File: config.mk
export PLATFORM = sky130hd
export DESIGN_NAME = led_bar_driver
export DESIGN_NICKNAME = d
export VERILOG_FILES = /design/src/rtl/led_bar_pkg.sv /design/src/rtl/led_tick_div.sv /design/src/rtl/led_bar_driver.sv
export SDC_FILE = /design/constraint.sdc
export NUM_CORES = 1
export LEC_CHECK = 0
export CAP_MARGIN = 20
export CORE_AREA = 2 2 96 98
export DETAILED_ROUTE_END_ITERATION = 10
export DIE_AREA = 0 0 98 100
export GPL_TIMING_DRIVEN = 1
export HOLD_SLACK_MARGIN = 0.12
export PLACE_DENSITY = 0.71
export SLEW_MARGIN = 20
export SYNTH_ARGS = -nofsm -noshare
export SYNTH_HDL_FRONTEND = slang
export SYNTH_HIERARCHICAL = 1
export SYNTH_SLANG_ARGS = --single-unit
File: constraint.sdc
create_clock -name clk -period 4.2 [get_ports clk]
set_input_delay 0.84 -clock clk [delete_from_list [all_inputs] [get_ports clk]]
set_output_delay 0.84 -clock clk [all_outputs]
set_load 0.01 [all_outputs]
File: src/rtl/led_bar_pkg.sv
// Shared types and the thermometer helper for the LED bar driver.
package led_bar_pkg;

  typedef enum logic [1:0] {
    MODE_OFF    = 2'b00,
    MODE_STEADY = 2'b01,
    MODE_BLINK  = 2'b10,
    MODE_RSVD   = 2'b11
  } mode_t;

  typedef enum logic [1:0] {
    ST_IDLE  = 2'd0,
    ST_ALARM = 2'd1,
    ST_HOLD  = 2'd2
  } alarm_st_t;

  // Lowest `level` bits set; an out-of-range level gives an empty bar.
  function automatic logic [15:0] therm(input int unsigned level, input int unsigned n);
    logic [31:0] t;
    if (level > n) t = '0;
    else           t = (32'd1 << level) - 32'd1;
    return t[15:0];
  endfunction

endpackage

File: src/rtl/led_tick_div.sv
// Modulo-DIV counter; tick is high on the last count, restart clears synchronously.
module led_tick_div #(
  parameter int DIV = 2
) (
  input  logic clk,
  input  logic rst_n,
  input  logic restart,
  output logic tick
);
  localparam int W = $clog2(DIV);
  localparam logic [W-1:0] LAST = W'(DIV - 1);

  logic [W-1:0] cnt_q, cnt_d;

  assign tick = (cnt_q == LAST);

  always_comb begin
    cnt_d = cnt_q + 1'b1;
    if (restart || tick) cnt_d = '0;
  end

  always_ff @(posedge clk or negedge rst_n) begin
    if (!rst_n) cnt_q <= '0;
    else        cnt_q <= cnt_d;
  end
endmodule

File: src/rtl/led_bar_driver.sv
// Thermometer LED bar with blink and alarm strobe/hold sequencing.
// Optional PWM dimming of the bar when LED_BAR_PWM_EN is defined.
module led_bar_driver
  import led_bar_pkg::*;
#(
  parameter int N_LED      = 4,
  parameter int BLINK_DIV  = 25_000_000,
  parameter int STROBE_DIV = 5_000_000,
  parameter int ALARM_HOLD = 50_000_000,
`ifdef LED_BAR_PWM_EN
  parameter int PWM_BITS   = 4,
`endif
  parameter int LW         = $clog2(N_LED + 1)
) (
  input  logic             clk,
  input  logic             rst_n,
  input  logic [LW-1:0]    level,
  input  logic [1:0]       mode,
  input  logic             alarm_req,
  input  logic             alarm_clr,
`ifdef LED_BAR_PWM_EN
  input  logic [PWM_BITS-1:0] duty,
`endif
  output logic [N_LED-1:0] led,
  output logic             alarm_led,
  output logic             alarm_active,
  output logic             cmd_err
);
  localparam int HW = $clog2(ALARM_HOLD + 1);
  localparam logic [HW-1:0] HOLD_LAST = HW'(ALARM_HOLD - 1);

  alarm_st_t        st_q, st_d;
  mode_t            mode_s, mode_prev_q;
  logic [HW-1:0]    hold_q, hold_d;
  logic             phase_q, phase_d, strobe_q, strobe_d;
  logic [N_LED-1:0] led_q, led_d, bar, normal;
  logic             alarm_led_q, alarm_led_d, active_q, active_d, cmd_err_q, cmd_err_d;
  logic             blink_restart, blink_tick, strobe_restart, strobe_tick, pwm_on;

  assign mode_s = mode_t'(mode);
  assign bar    = N_LED'(therm(int'(level), N_LED));

  led_tick_div #(.DIV(BLINK_DIV)) u_blink (
    .clk(clk), .rst_n(rst_n), .restart(blink_restart), .tick(blink_tick));
  led_tick_div #(.DIV(STROBE_DIV)) u_strobe (
    .clk(clk), .rst_n(rst_n), .restart(strobe_restart), .tick(strobe_tick));

`ifdef LED_BAR_PWM_EN
  logic [PWM_BITS-1:0] pwm_q;
  assign pwm_on = (pwm_q < duty);
  always_ff @(posedge clk or negedge rst_n) begin
    if (!rst_n) pwm_q <= '0;
    else        pwm_q <= pwm_q + 1'b1;
  end
`else
  assign pwm_on = 1'b1;
`endif

  always_comb begin
    st_d           = st_q;
    hold_d         = hold_q;
    strobe_restart = 1'b0;
    blink_restart  = (mode_s == MODE_BLINK) && (mode_prev_q != MODE_BLINK);

    phase_d = phase_q;
    if (blink_restart)   phase_d = 1'b1;
    else if (blink_tick) phase_d = ~phase_q;

    case (st_q)
      ST_IDLE:  if (alarm_req) begin st_d = ST_ALARM; strobe_restart = 1'b1; end
      ST_ALARM: if (alarm_clr && !alarm_req) begin st_d = ST_HOLD; hold_d = '0; end
      ST_HOLD: begin
        if (alarm_req) begin st_d = ST_ALARM; strobe_restart = 1'b1; end
        else if (hold_q == HOLD_LAST) st_d = ST_IDLE;
        else hold_d = hold_q + 1'b1;
      end
      default: st_d = ST_IDLE;
    endcase

    strobe_d = strobe_q;
    if (strobe_restart)                       strobe_d = 1'b1;
    else if (st_q == ST_ALARM && strobe_tick) strobe_d = ~strobe_q;

    // Outputs are computed from next-state values so they register in one cycle.
    case (mode_s)
      MODE_STEADY: normal = bar;
      MODE_BLINK:  normal = bar & {N_LED{phase_d}};
      default:     normal = '0;
    endcase
    normal = normal & {N_LED{pwm_on}};

    led_d       = (st_d == ST_ALARM) ? {N_LED{strobe_d}} : normal;
    alarm_led_d = (st_d == ST_ALARM) ? strobe_d : (st_d == ST_HOLD);
    active_d    = (st_d != ST_IDLE);
    cmd_err_d   = (int'(level) > N_LED);
  end

  always_ff @(posedge clk or negedge rst_n) begin
    if (!rst_n) begin
      st_q        <= ST_IDLE;
      mode_prev_q <= MODE_OFF;
      hold_q      <= '0;
      phase_q     <= 1'b1;
      strobe_q    <= 1'b1;
      led_q       <= '0;
      alarm_led_q <= 1'b0;
      active_q    <= 1'b0;
      cmd_err_q   <= 1'b0;
    end else begin
      st_q        <= st_d;
      mode_prev_q <= mode_s;
      hold_q      <= hold_d;
      phase_q     <= phase_d;
      strobe_q    <= strobe_d;
      led_q       <= led_d;
      alarm_led_q <= alarm_led_d;
      active_q    <= active_d;
      cmd_err_q   <= cmd_err_d;
    end
  end

  assign led          = led_q;
  assign alarm_led    = alarm_led_q;
  assign alarm_active = active_q;
  assign cmd_err      = cmd_err_q;
endmodule

==> summary.log <==
qor: worst_hold_path.min_path_cells 1
qor: global_route.grt_max_degree 88
qor: logic_synthesis.yosys.cell_types.count 59
qor: run.reported_max_cap_violation_count 0
qor: critical_path.critical_path.endpoint_type flop
qor: critical_path.rrSetupSlack 1470 ps
qor: sta.fmaxAchievable 361.3 MHz
qor: power.leakage_power_figure 2.036 nW
qor: cts.h-tree-depth 3
qor: sta.post-route-period-util 65.90%
qor: critical_path.critical_path_cell_with_the_highest_stage_delay clkdlybuf4s50_1
qor: logic_synthesis.post_synth_inst_count 498
qor: routing.drt_pre_antenna_iters 4
qor: critical_path.worst_setup_path_start_kind primary input
qor: logic_synthesis.postSynthAreaPerCell 9.404 µm²
qor: routing.post-route-drc-count 0
qor: critical_path.crit-reg2reg-capture led[1]$_DFF_PN0_
qor: global_route.via_count_of_the_first_global_routing_pass 3558
qor: logic_synthesis.dominantRegCellSynth dfrtp_1
qor: floorplan.boundaryPins 16
qor: global_route.first_pass_grt_wire_length 16450 µm
qor: sta.timing.max_slew.rel_slack 34.60%
qor: cts.clockRootBuffer clkbuf_8
qor: sta.totalNegativeSetupSlack 0 ps
qor: routing.route.antenna.remaining_nets 0
qor: cts.cts_hold_buffers 0
qor: critical_path.crit_path_max_fanout 13
qor: floorplan.width_of_the_die 98 µm
qor: critical_path.worstPathCellList clkdlybuf4s50_1 > nand4b_1 > or4_4 > a2111oi_4 > a21o_2 > a21oi_2
qor: critical_path.worstPathRequired 4440 ps
qor: sta.report.final.hold_viol_count 0
qor: worst_hold_path.min_path_type reg -> reg
qor: logic_synthesis.synth.area.top_cells dfrtp_1, xnor2_1, nor2_1, o21ai_0, a21oi_1
qor: critical_path.r2r-start u_blink/cnt_q[0]$_DFF_PN0_
qor: routing.post_drt_via_cell_ratio 5.893
qor: layout.fin_area 5139 µm²
qor: floorplan.fp.coreArea 8890 µm²
qor: layout.layout_commonest_cell dfrtp_1
qor: routing.initialDrtViolationCount 222
qor: sta.clock-skew-final 8.723 ps
qor: logic_synthesis.synthesis.yosys.warnings 6
qor: cts.clock_sink_count 87
qor: sta.tightest_slew 981.0 ps
qor: routing.routed_wl 9293 µm
qor: layout.mostFrequentLayoutCells dfrtp_1, nor2_1, nand2_1, inv_1, o21ai_0
qor: critical_path.worst_reg_to_reg_path_cell_count 9
qor: layout.flow.area_growth_from_synthesis 9.725%
qor: critical_path.worst_ep_arrival_time 3010 ps
qor: cts.cts_setup_buffers 0
qor: worst_hold_path.holdCritStartpoint u_blink/cnt_q[0]$_DFF_PN0_
qor: floorplan.die_height 100 µm
qor: cts.clk_lat_worst_skew 340 ps
qor: placement.buffer_ports.inserted 15
qor: sta.unrepaired_setup_endpoints_after_global_routing no
qor: floorplan.die_outline_area 9800 µm²
qor: logic_synthesis.synth_top_area_cell dfrtp_1
qor: logic_synthesis.count_of_state_elements_after_synthesis 87
qor: sta.min_period 2768 ps
qor: layout.insertedDiodeCount 0
qor: layout.finish.net_count 529
qor: logic_synthesis.yosysTopAreaCellShare 45.42%
qor: floorplan.starting_density_of_the_core 52.68%
qor: sta.timing_max_transition_violations_final 0
qor: floorplan.fp-row-count 35
qor: routing.detailed_route_via_count 3701
qor: logic_synthesis.postSynthNetCount 515
qor: placement.hpwl 6487 µm
qor: placement.gp_congestion 0.8351
qor: global_route.antenna_found_initial 0
qor: cts.post_cts_resize_count 0
qor: power.pwr_density_cell 343.9 nW/µm²
qor: outcome.run_status finished clean
qor: cts.ctsLongestPathBuffers 2
qor: routing.wire_per_inst 14.80 µm
qor: logic_synthesis.synthesis.area 4683 µm²
qor: logic_synthesis.synth-async-reset-ratio 100.0%
qor: logic_synthesis.yosysSeqAreaShare 46.54%
qor: power.vdd_ir_drop_max 0.2164 mV
qor: critical_path.timing.critical_path.max_delay_family simple AND/OR/NAND/NOR gates
qor: sta.finalSetupViolCount 0
qor: layout.drive_above_1_share 8.704%
qor: cts.clk_pin_slew 90 ps
qor: logic_synthesis.post_synth_edffs 0
qor: placement.post_dp_cell_area 4910 µm²
qor: cts.numCtsBuffers 9
qor: critical_path.path_buf_inv 1
qor: critical_path.critical_path_class in -> reg
qor: critical_path.crit_start alarm_req
qor: global_route.grt_use_total 20.32%
qor: critical_path.slowest_delay 630 ps
qor: worst_hold_path.hold-path-endpoint u_blink/cnt_q[0]$_DFF_PN0_
qor: global_route.globalRoute.totalOverflow 0
qor: cts.cts_tree done
## flip-flops by register name, indices dropped and copies added (netlist names)
signal / count
hold_q: 26
u_blink/cnt_q: 25
u_strobe/cnt_q: 23
led: 4
mode_prev_q: 2
st_q: 2
alarm_active: 1
alarm_led: 1
cmd_err: 1
phase_q: 1
strobe_q: 1
## per-layer routing
| metal | vias to the layer above | share of wire, % | GRT usage (%) |
|---|---|---|---|
| met5 | - | 0 | 0 |
| met4 | 0 | 1.0 | 6.517 |
| met3 | 7 | 5.1 | 4.109 |
| met2 | 73 | 46 | 31.14 |
| met1 | 1806 | 48 | 29.27 |
| li1 | 1815 | - | - |
## stage by stage
step / utilization (%) / hold slack (ps) / instances / worst slack (ps) / power [mW]
2_1_floorplan: - / 432.9 / 498 / 1765 / 1.057
3_3_place_gp: 55.23 / 455.0 / 612 / 1135 / 1.126
3_5_place_dp: 55.23 / 461.3 / 612 / 1097 / 1.134
4_1_cts: 57.76 / 475.1 / 628 / 1422 / 1.788
5_1_grt: 57.80 / 492.2 / 628 / 1170 / 1.852
6_report: 57.80 / 473.7 / 628 / 1432 / 1.767
## how the worst max path moves through the flow
| stage | endpoint | slack (ps) | cells after the start |
|---|---|---|---|
| after floorplan | led[2]$_DFF_PN0_ | 1760 | 9 |
| after global routing | led[1]$_DFF_PN0_ | 1170 | 9 |
| after detailed placement | hold_q[19]$_DFFE_PN0P_ | 1100 | 6 |
| final | hold_q[19]$_DFFE_PN0P_ | 1430 | 6 |
| after global placement | hold_q[19]$_DFFE_PN0P_ | 1140 | 6 |
| after CTS | led[1]$_DFF_PN0_ | 1420 | 9 |
## cells by family (layout without fill, tap and decap cells)
family | count (synthesis) | after routing | share of synthesized area [%]
muxes | 3 | 3 | 0.6412
adders and majority gates | 8 | 8 | 2.137
xor gates and xnor gates | 34 | 34 | 6.358
AOI/OAI and AO/OA | 90 | 90 | 12.42
DFF | 87 | 87 | 46.54
and+or+nand+nor | 230 | 230 | 27.62
buffers and inverters | 46 | 65 | 4.275
## area by class of cell
cell class	count	area [µm²]
inverters	32	120.1
clock buffers	9	123.9
flip-flops and latches	87	2180
clock inverters	7	101.3
fillers	753	3751
repair buffers	17	166.4
well taps	111	138.9
multi-input cells	365	2308
## cell usage after synthesis, types with 9 or more instances
master    instances
nand2_1          37
o21ai_0          31
nand4_1          11
nand3_1          27
dfrtp_1          85
nor3_1           12
xnor2_1          24
xor2_1           10
nor4_1           10
nor2_1           48
nand2b_1          9
inv_1            32
or3_1            20
a21oi_1          28
or4_1            14
## where the power goes
part           leakage (nW)  switching (mW)  internal [mW]
registers              1.17          0.0534          0.885
logic                 0.761           0.104         0.0720
clock network         0.107           0.311          0.341
Note: power is estimated with default switching activity, not from simulation.
